## src/rtl/mcont_multi_chnbuf_reg.sv

```systemverilog
`default_nettype none
// ============================================================================
// mcont_multi_chnbuf_reg : shared channel decode, one-hot done/page strobes,
// per-channel read-page pointers and saturating pending-done counters.
// Revision 1.0
// ============================================================================
module mcont_multi_chnbuf_reg #(
  parameter int                          NUM_CHN       = 16,
  parameter int                          CHN_WIDTH     = 4,
  parameter logic [(1<<CHN_WIDTH)-1:0]   CHN_MASK      = '1,
  parameter int                          PAGE_BITS     = 2,
  parameter int                          DONE_CNT_BITS = 3
) (
  input  logic                           clk,
  input  logic                           rst,
  input  logic [CHN_WIDTH-1:0]           ext_buf_rchn,
  input  logic                           ext_buf_rpage_nxt,
  input  logic                           seq_done,
  input  logic [NUM_CHN-1:0]             done_ack,
  input  logic [NUM_CHN-1:0]             page_rst,
  output logic [NUM_CHN-1:0]             buf_done,
  output logic [NUM_CHN-1:0]             rpage_nxt,
  output logic [NUM_CHN*PAGE_BITS-1:0]   rpage,
  output logic [NUM_CHN-1:0]             done_pending,
  output logic [NUM_CHN-1:0]             done_ovfl
);

  logic [NUM_CHN-1:0] sel_c;
  logic [NUM_CHN-1:0] chn_sel_r;
  logic [NUM_CHN-1:0] buf_done_r;
  logic [NUM_CHN-1:0] rpage_nxt_r;

  // Channel numbers at or above NUM_CHN have no decoder and select nothing.
  generate
    for (genvar n = 0; n < NUM_CHN; n++) begin : g_dec
      assign sel_c[n] = (ext_buf_rchn == CHN_WIDTH'(n)) && CHN_MASK[n];
    end
  endgenerate

  // seq_done refers to the channel presented one cycle earlier.
  always_ff @(posedge clk or posedge rst) begin
    if (rst) begin
      chn_sel_r   <= '0;
      buf_done_r  <= '0;
      rpage_nxt_r <= '0;
    end else begin
      chn_sel_r   <= sel_c;
      buf_done_r  <= chn_sel_r & {NUM_CHN{seq_done}};
      rpage_nxt_r <= sel_c & {NUM_CHN{ext_buf_rpage_nxt}};
    end
  end

  assign buf_done  = buf_done_r;
  assign rpage_nxt = rpage_nxt_r;

  generate
    for (genvar n = 0; n < NUM_CHN; n++) begin : g_chn
      logic [PAGE_BITS-1:0]     page_r;
      logic [DONE_CNT_BITS-1:0] cnt_r;
      logic                     ovfl_r;
      logic                     inc;
      logic                     ack;

      assign inc = buf_done_r[n];
      assign ack = done_ack[n];

      // Simultaneous inc and ack cancel, so a full counter does not flag overflow.
      always_ff @(posedge clk or posedge rst) begin
        if (rst) begin
          page_r <= '0;
          cnt_r  <= '0;
          ovfl_r <= 1'b0;
        end else if (page_rst[n]) begin
          page_r <= '0;
          cnt_r  <= '0;
          ovfl_r <= 1'b0;
        end else begin
          if (rpage_nxt_r[n])
            page_r <= page_r + PAGE_BITS'(1);
          if (inc && !ack) begin
            if (&cnt_r)
              ovfl_r <= 1'b1;
            else
              cnt_r <= cnt_r + DONE_CNT_BITS'(1);
          end else if (ack && !inc && (cnt_r != '0)) begin
            cnt_r <= cnt_r - DONE_CNT_BITS'(1);
          end
        end
      end

      assign rpage[n*PAGE_BITS +: PAGE_BITS] = page_r;
      assign done_pending[n]                 = (cnt_r != '0);
      assign done_ovfl[n]                    = ovfl_r;
    end
  endgenerate

endmodule
`default_nettype wire

```

## config.mk

```make
export PLATFORM = sky130hd
export DESIGN_NAME = mcont_multi_chnbuf_reg
export DESIGN_NICKNAME = d
export VERILOG_FILES = /design/src/rtl/mcont_multi_chnbuf_reg.sv
export SDC_FILE = /design/constraint.sdc
export NUM_CORES = 1
export LEC_CHECK = 0
export CORE_ASPECT_RATIO = 1.4
export CORE_MARGIN = 1
export CORE_UTILIZATION = 54
export DETAILED_ROUTE_END_ITERATION = 7
export PLACE_DENSITY = 0.81
export SLEW_MARGIN = 40
export SYNTH_ARGS = -nofsm -noshare
export SYNTH_HDL_FRONTEND = slang
export SYNTH_SLANG_ARGS = --single-unit
```

## constraint.sdc

```tcl
create_clock -name clk -period 6.45 [get_ports clk]
set_clock_uncertainty 0.05 [all_clocks]
set_input_delay 1.29 -clock clk [delete_from_list [all_inputs] [get_ports clk]]
set_output_delay 1.29 -clock clk [all_outputs]
set_load 0.03 [all_outputs]
```

==> flow_summary.ini, run 1 <==
[sta]
hold_viol_final = 0
setup_viol_count_final = 0
max_slew.worst_pin.slew_ns = 0.6877
rsz0062_at_grt = false
max_slew_margin = 0.5415
timing.setup.tns_ns = 0
timing.final.max_slew_violations = 0
layout_worst_path_cycle_share = 0.5065
final_period_minus_worst_setup_slack_ns = 3.267
whs_ns = 0.4008
post-route-worst-setup-slack_ns = 3.183
max_clock_freq_ghz = 0.3061

[global_route]
gr-total-overflow = 0
grt_use_total = 0.2335
grt-busiest-layer = met2
antenna_found_initial = 0
grt_max_degree = 101
grt_first_pass_wirelength_microns = 28260
grtUsageMet2 = 0.3992
grt.met1_usage = 0.2902
grt.met3_usage = 0.04687
first_global_vias = 5989

[place]
place.gp.congestion = 0.8583
placed_cell_area_sq_mm = 0.009107
hpwl_dp_microns = 11590
dpl_worst_slack_ns = 3.010
placedCellCount = 1107
buffer_ports.inserted = 135

[pwr]
power.static_leakage_nw = 4.096
finalPower_mw = 2.402
clock_power_share = 0.397
irDropWorstVdd_v = 0.0001432
intPower_mw = 1.724
power_density_mw_per_mm2 = 248.1
power.switching_fraction = 0.2821
seqPwrFrac = 0.417
pwr-share-comb = 0.186
power.net_switching_uw = 677.5

[layout]
drive_gt1_frac = 0.04302
nets = 997
most-common-layout-cells = sky130_fd_sc_hd__dfrtp_1, sky130_fd_sc_hd__clkdlybuf4s50_1, sky130_fd_sc_hd__nor2_1, sky130_fd_sc_hd__inv_1, sky130_fd_sc_hd__o21ai_0
layout.cells.non_filler = 1138
fin_area_sq_mm = 0.009681
layout.core_utilization = 0.6927
area.sequential_sq_mm = 0.003603
antenna_cells = 0
layout.filler_cells = 1090
flow.area_growth_from_synthesis_pct = 24.19
layout_commonest_cell = sky130_fd_sc_hd__dfrtp_1
multi_input_area_sq_mm = 0.003700

[run]
max_cap_violations = 0

[worst_setup_path]
worstPathMaxFanout = 9
worst-path-buf-inv = 1
critical_path.top_delay_family = buffers and inverters
worst_setup_path_end_kind = primary output
worst-setup-path-type = reg2out
cp.arrival_ns = 1.93
critPathSlowestCell = sky130_fd_sc_hd__clkdlybuf4s50_1
timing.critical_path.cells = or3_4 -> clkdlybuf4s50_1
start_kind = flop
critical-path-max-stage-delay_ns = 0.62
data_required_time_at_the_worst_endpoint_ns = 5.11

[synthesis]
synth_warnings = 0
synth_sequential_area_ratio = 0.4623
netlist_area_pre_place_sq_mm = 0.007795
synth_edf_count = 0
ys_ff_latch = 144
avgSynthCellArea_sq_um = 9.258
synth.lib_cells_used.distinct = 56
ys.flop_type = sky130_fd_sc_hd__dfrtp_1
syn-num-nets = 898
synthArstFlopShare = 1.000
syn-instance-count = 842

[floorplanning]
floorplan.die.height_microns = 144.2
initial_core_util = 0.5578
core_sq_mm = 0.01397
design.die.area_sq_mm = 0.01493
ios = 136
floorplan.die.width_microns = 103.5
std_cell_rows = 51

[clock_network]
cts_hold_buf = 0
cts_htree_levels = 4
clockBufferDepth = 2
clkSlewWorstSetupHoldPaths_ns = 0.06
cts_tree = done
cts.root.buffer_cell = sky130_fd_sc_hd__clkbuf_16
resized_cells_post_cts = 0
cts_setup_buffers = 0
cts_inserted_buffers = 17
clk_latency_ns = 0.42
cts.sink_count = 144

[route]
drt.antenna.violating_nets = 0
avg_wl_per_cell_microns = 14.97
route.detailed.drc = 0
vias = 6486
drtPass1Iterations = 5
drt-initial-drc-count = 375
avgViaCountPerCell = 5.699
finalWirelength_microns = 17030

[run_status]
run_status = finished clean

[hold_path]
worst_hold_path_type = reg2reg
-- cells in the mapped netlist, drive strengths merged, types with 11 or more instances --
master / n / area [sq um]
xor2: 20 / 175.2
a21oi: 40 / 200.2
buf: 24 / 163.9
dfrtp: 144 / 3603
fa: 16 / 320.3
nor2: 128 / 480.5
o21ai: 47 / 235.2
nand3: 18 / 90.09
nor2b: 25 / 156.4
a211o: 11 / 96.34
nor3: 21 / 105.1
a41oi: 16 / 140.1
and2: 17 / 106.4
or3: 13 / 86.33
nand3b: 12 / 90.09
inv: 55 / 206.5
xnor2: 17 / 148.9
a31oi: 14 / 87.58
nand2: 46 / 172.7
clkbuf: 32 / 121.4
o211ai: 11 / 82.58
-- final cells by class --
type,instances,area share
clock buffer,21,0.04756
clock inverter,10,0.01163
inverter,55,0.02210
multi-input combinational,587,0.3822
sequential,144,0.3722
tap,185,0.02391
timing repair buffer,136,0.1404
-- metal layers --
metal  routed length (microns)  vias up
met5                         0        -
met4                       318        0
met3                       642       29
met2                      8711      147
met1                      7361     3184
li1                          -     3126
-- logic make-up (layout without fill, tap and decap cells) --
group	count (synthesis)	after routing	synth area share
AO/OA/AOI/OAI	225	225	0.1990
buffers and inverters	111	222	0.06308
multiplexers	2	2	0.002889
adder cells (fa/ha/maj)	16	16	0.04109
XOR/XNOR	37	37	0.04157
flip-flops	144	144	0.4623
AND/OR/NAND/NOR	307	307	0.1900
-- final timing paths --
check,startpoint,end,slack (ns),depth (start not counted)
worst max-delay path,g_chn[7].cnt_r[2],done_pending[7],3.18,2
worst min-delay path,chn_sel_r[11],buf_done[11],0.40,1
worst max register to register,buf_done[12],g_chn[12].cnt_r[2],4.28,5
worst min register to register,chn_sel_r[11],buf_done[11],0.40,1
max in group asynchronous,rst,buf_done[1],3.96,3
min in group asynchronous,rst,g_chn[11].page_r[1],1.35,2
-- sequential cells by signal (all words and copies together), names as in the netlist --
name	cells
g_chn.cnt_r	48
g_chn.page_r	32
buf_done	16
chn_sel_r	16
g_chn.ovfl_r	16
rpage_nxt	16
-- power groups by stage --
stage	clock network [mW]	registers [mW]	logic (mW)
2_1_floorplan	0	0.990	0.329
3_3_place_gp	0	1.02	0.435
3_5_place_dp	0	1.01	0.444
4_1_cts	0.972	1.00	0.448
5_1_grt	1.01	1.01	0.492
6_report	0.954	1.00	0.447
Note: power is estimated with default switching activity, not from simulation.
==> run 2, diff against run 1 <==
--- a/config.mk
+++ b/config.mk
@@ -7,9 +7,9 @@
 export LEC_CHECK = 0
 export CORE_ASPECT_RATIO = 1.4
 export CORE_MARGIN = 1
-export CORE_UTILIZATION = 54
+export CORE_UTILIZATION = 48
 export DETAILED_ROUTE_END_ITERATION = 7
-export PLACE_DENSITY = 0.81
+export PLACE_DENSITY = 0.77
 export SLEW_MARGIN = 40
 export SYNTH_ARGS = -nofsm -noshare
 export SYNTH_HDL_FRONTEND = slang
==> constraint.sdc (replaced) <==
create_clock -name clk -period 2.8 [get_ports clk]
set_clock_uncertainty 0.05 [all_clocks]
set_input_delay 0.56 -clock clk [delete_from_list [all_inputs] [get_ports clk]]
set_output_delay 0.56 -clock clk [all_outputs]
set_load 0.03 [all_outputs]
==> flow_summary.ini, run 2 (synthesis results as in run 1) <==
[run_status]
run_status = finished clean

[worst_setup_path]
critPathSlowestCell = sky130_fd_sc_hd__clkdlybuf4s50_1
worstPathMaxFanout = 9
cp.arrival_ns = 1.95
worst_r2r_start = buf_done[14]
ff2ff_setup_slack_ns = 0.65
worst_setup_path_end_kind = primary output
timing.critical_path.cells = or3_1 -> clkdlybuf4s50_1
start_kind = flop
data_required_time_at_the_worst_endpoint_ns = 2.19
critical-path-max-stage-delay_ns = 0.62
worst-setup-path-type = reg2out
register_to_register_path_depth = 5
reg2reg_to = g_chn[14].cnt_r[2]

[route]
drtPass1Iterations = 5
avgViaCountPerCell = 5.638
vias = 6540
route.detailed.drc = 0
avg_wl_per_cell_microns = 15.15
drt.antenna.violating_nets = 0
finalWirelength_microns = 17570
drt-initial-drc-count = 405

[clock_network]
clkSlewWorstSetupHoldPaths_ns = 0.06
cts_hold_buf = 0
cts_htree_levels = 4
resized_cells_post_cts = 0
cts_tree = done
cts.sink_count = 144
cts_inserted_buffers = 17
cts_setup_buffers = 0
cts.root.buffer_cell = sky130_fd_sc_hd__clkbuf_16
clk_latency_ns = 0.43
clockBufferDepth = 2

[layout]
top_regs = g_chn.cnt_r x48, g_chn.page_r x32
layout.filler_cells = 1339
fin_area_sq_mm = 0.009833
layout.core_utilization = 0.6246
area.sequential_sq_mm = 0.003603
most-common-layout-cells = sky130_fd_sc_hd__dfrtp_1, sky130_fd_sc_hd__clkdlybuf4s50_1, sky130_fd_sc_hd__nor2_1, sky130_fd_sc_hd__inv_1, sky130_fd_sc_hd__o21ai_0
number_of_flip_flops_under_the_largest_register_name = 48
layout.cells.non_filler = 1160
layout_commonest_cell = sky130_fd_sc_hd__dfrtp_1
register_ranked_first_by_flip_flop_count = g_chn.cnt_r
multi_input_area_sq_mm = 0.003700
flow.area_growth_from_synthesis_pct = 26.15
drive_gt1_frac = 0.05602
antenna_cells = 0
nets = 1007

[floorplanning]
initial_core_util = 0.4952
design.die.area_sq_mm = 0.01676
floorplan.die.width_microns = 109.7
floorplan.die.height_microns = 152.8
std_cell_rows = 54
ios = 136
core_sq_mm = 0.01574

[global_route]
grt_max_degree = 101
grt_use_total = 0.2198
grt_first_pass_wirelength_microns = 29170
gr-total-overflow = 0
first_global_vias = 6140
antenna_found_initial = 0

[sta]
post-route-worst-setup-slack_ns = 0.2396
timing.setup.tns_ns = 0
layout_worst_path_cycle_share = 0.9144
max_slew_margin = 0.6273
whs_ns = 0.3870
setup_viol_count_final = 0
rsz0062_at_grt = false
hold_viol_final = 0
max_slew.worst_pin.slew_ns = 0.5579
final_period_minus_worst_setup_slack_ns = 2.560
max_clock_freq_ghz = 0.3906
timing.final.max_slew_violations = 0

[place]
buffer_ports.inserted = 135
place.gp.congestion = 0.8175
placed_cell_area_sq_mm = 0.009205
placedCellCount = 1128
hpwl_dp_microns = 12190
dpl_worst_slack_ns = 0.05919

[pwr]
power_density_mw_per_mm2 = 584.1
irDropWorstVdd_v = 0.0003491
power.static_leakage_nw = 4.166
finalPower_mw = 5.744

[hold_path]
worst_hold_path_type = in2async

[run]
max_cap_violations = 0
-- run 2: cell types whose count changed in the layout (fill, tap and decap cells not counted), sizes merged --
cell,previous run,this run
buf,1,11
bufinv,2,4
clkbuf,21,18
clkinvlp,2,4
-- run 2: final cells by class --
| class | instances | share of cell area |
|---|---|---|
| clock inverter | 14 | 0.01921 |
| clock buffer | 18 | 0.04466 |
| sequential | 144 | 0.3665 |
| timing repair buffer | 146 | 0.1471 |
| multi-input combinational | 587 | 0.3763 |
| tap | 196 | 0.02494 |
| inverter | 55 | 0.02138 |
-- run 2: critical path, delay by kind of cell, from the launching register on --
family	cells	cell delay, ns
flip-flops	1	0.47
buffers and inverters	1	0.62
AND/OR/NAND/NOR	1	0.44
-- run 2: power by group --
| group | leakage (nW) | internal (mW) | switching, mW |
|---|---|---|---|
| combinational | 1.87 | 0.474 | 0.565 |
| clock | 0.302 | 1.51 | 0.885 |
| sequential | 1.99 | 2.16 | 0.150 |
| total | 4.17 | 4.14 | 1.60 |
-- run 2: layer usage --
metal | up-vias | part of all wire | global-route usage
met5 | - | 0 | 0
li1 | 3155 | - | -
met1 | 3202 | 0.43 | 0.2765
met2 | 158 | 0.51 | 0.3702
met3 | 25 | 0.041 | 0.03935
met4 | 0 | 0.020 | 0.08571
-- run 2: how the worst max path moves through the flow --
stage | depth (start not counted) | slack [ns] | startpoint | to
6_report | 2 | 0.24 | g_chn[3].cnt_r[0] | done_pending[3]
5_1_grt | 2 | 0.20 | g_chn[3].cnt_r[0] | done_pending[3]
4_1_cts | 2 | 0.23 | g_chn[3].cnt_r[0] | done_pending[3]
3_5_place_dp | 6 | 0.06 | done_ack[12] | g_chn[12].cnt_r[2]
3_3_place_gp | 6 | 0.24 | done_ack[1] | g_chn[1].cnt_r[2]
2_1_floorplan | 1 | 0.38 | rst | buf_done[0]
==> run 3, diff against run 2 <==
--- a/config.mk
+++ b/config.mk
@@ -6,7 +6,7 @@
 export NUM_CORES = 1
 export LEC_CHECK = 0
 export CORE_ASPECT_RATIO = 1.4
-export CORE_MARGIN = 1
+export CORE_MARGIN = 10
 export CORE_UTILIZATION = 48
 export DETAILED_ROUTE_END_ITERATION = 7
 export PLACE_DENSITY = 0.77
==> flow_summary.ini, run 3 (synthesis results as in run 1) <==
[run_status]
run_status = finished clean

[floorplanning]
core_sq_mm = 0.01603
initial_core_util = 0.4861
floorplan.die.width_microns = 127.7
std_cell_rows = 55
design.die.area_sq_mm = 0.02181
ios = 136
floorplan.die.height_microns = 170.8

[run]
max_cap_violations = 0

[sta]
max_slew.worst_pin.slew_ns = 0.5512
final_period_minus_worst_setup_slack_ns = 2.559
setup_viol_count_final = 0
timing.final.max_slew_violations = 0
max_slew_margin = 0.6318
max_clock_freq_ghz = 0.3908
layout_worst_path_cycle_share = 0.9138
timing.setup.tns_ns = 0
rsz0062_at_grt = false
hold_viol_final = 0

[route]
detailroute.wirelength.met2_microns = 9484
avg_wl_per_cell_microns = 15.94
met1_length_microns = 7881
met3_length_microns = 868
route.detailed.drc = 0
maxUsedRoutingLayer = met4
drt-initial-drc-count = 299
avgViaCountPerCell = 5.535
drtPass1Iterations = 6
finalWirelength_microns = 18490
drt.antenna.violating_nets = 0
vias = 6421

[global_route]
grt_first_pass_wirelength_microns = 31530
antenna_found_initial = 0
grt_max_degree = 87
gr-total-overflow = 0
first_global_vias = 6383
grt_use_total = 0.1724

[layout]
nets = 1004
layout.cells.non_filler = 1160
most-common-layout-cells = sky130_fd_sc_hd__dfrtp_1, sky130_fd_sc_hd__clkdlybuf4s50_1, sky130_fd_sc_hd__nor2_1, sky130_fd_sc_hd__inv_1, sky130_fd_sc_hd__o21ai_0
layout.filler_cells = 1402
flow.area_growth_from_synthesis_pct = 26.05
register_ranked_first_by_flip_flop_count = g_chn.cnt_r
top_regs = g_chn.cnt_r x48, g_chn.page_r x32
drive_gt1_frac = 0.05203
layout_commonest_cell = sky130_fd_sc_hd__dfrtp_1
number_of_flip_flops_under_the_largest_register_name = 48
antenna_cells = 0

[worst_setup_path]
critical-path-max-stage-delay_ns = 0.63
worst_r2r_start = buf_done[6]
ff2ff_setup_slack_ns = 0.69
data_required_time_at_the_worst_endpoint_ns = 2.19
worst_setup_path_end_kind = primary output
critical_path.top_delay_family = buffers and inverters
cp.arrival_ns = 1.95
crit_start = g_chn[7].cnt_r[2]
start_kind = flop
timing.critical_path.cells = or3_4 -> clkdlybuf4s50_1
worst-setup-path-type = reg2out
worstPathMaxFanout = 9
worst-path-buf-inv = 1
critical_path.endpoint = done_pending[7]
reg2reg_to = g_chn[6].cnt_r[2]
critical_path_cell_count = 2
register_to_register_path_depth = 5
critPathSlowestCell = sky130_fd_sc_hd__clkdlybuf4s50_1

[clock_network]
cts_htree_levels = 4
cts_hold_buf = 0
resized_cells_post_cts = 0
cts_inserted_buffers = 17
clk_latency_ns = 0.42
cts.sink_count = 144
cts.root.buffer_cell = sky130_fd_sc_hd__clkbuf_16
clkSlewWorstSetupHoldPaths_ns = 0.06
cts_setup_buffers = 0
cts_tree = done
clockBufferDepth = 2

[place]
placedCellCount = 1128
hpwl_dp_microns = 13070
place.gp.congestion = 0.8759
buffer_ports.inserted = 135

[pwr]
irDropWorstVdd_v = 0.0003433
power_density_mw_per_mm2 = 582.9
power.static_leakage_nw = 4.159
finalPower_mw = 5.728

[hold_path]
worst_hold_path_type = reg2reg
==> run 3: changes by cell type in the layout (fill, tap and decap cells not counted), sizes merged <==
cell,change
clkinvlp,-1
inv,-1
buf,-3
bufinv,-1
clkbuf,+5
clkinv,-2
==> run 3: worst min-delay path by stage <==
stage / start / endpoint / slack, ns / cells after the start
detailed placement: chn_sel_r[12] / buf_done[12] / 0.39 / 1
floorplan: chn_sel_r[10] / buf_done[10] / 0.38 / 1
global route: chn_sel_r[5] / buf_done[5] / 0.41 / 1
CTS: chn_sel_r[5] / buf_done[5] / 0.40 / 1
finish: chn_sel_r[5] / buf_done[5] / 0.39 / 1
global placement: chn_sel_r[13] / buf_done[13] / 0.39 / 1
==> run 3: worst reg2reg max path, cell delays in order (launching register included) <==
cell and delay [ns]:
sky130_fd_sc_hd__dfrtp_1 0.54, sky130_fd_sc_hd__nor2b_1 0.34, sky130_fd_sc_hd__fa_1 0.30, sky130_fd_sc_hd__nor2_1 0.09, sky130_fd_sc_hd__a32o_1 0.26, sky130_fd_sc_hd__a2111oi_0 0.40
==> run 3: final cells by class <==
type	count	area, sq um	share of cell area
multi-input cells	587	3700	0.3765
repair buffers	143	1436	0.1462
inverters	55	210.2	0.02139
well taps	199	249.0	0.02534
clock buffers	23	498.0	0.05068
clock inverters	9	128.9	0.01312
flip-flops and latches	144	3603	0.3667
==> run 3: where the power goes <==
part | total [mW] | internal, mW | switching (mW)
Combinational | 1.04 | 0.474 | 0.570
Clock | 2.38 | 1.52 | 0.859
Sequential | 2.31 | 2.16 | 0.149
==> run 3: per-stage QoR <==
step | hold WS [ns] | setup slack [ns] | instance area [sq um] | utilization
3_5_place_dp | 0.3912 | 0.06903 | 9199 | 0.5737
3_3_place_gp | 0.3885 | 0.2353 | 9199 | 0.5737
4_1_cts | 0.4016 | 0.2271 | 9826 | 0.6128
6_report | 0.3938 | 0.2414 | 9826 | 0.6128
2_1_floorplan | 0.3836 | 0.3850 | 7799 | -
5_1_grt | 0.4134 | 0.1917 | 9826 | 0.6128
==> run 3: per-layer routing <==
layer / GRT usage / up-vias
met5: 0 / -
met4: 0.05054 / 0
met3: 0.04334 / 20
met2: 0.2955 / 129
met1: 0.2088 / 3127
li1: - / 3145
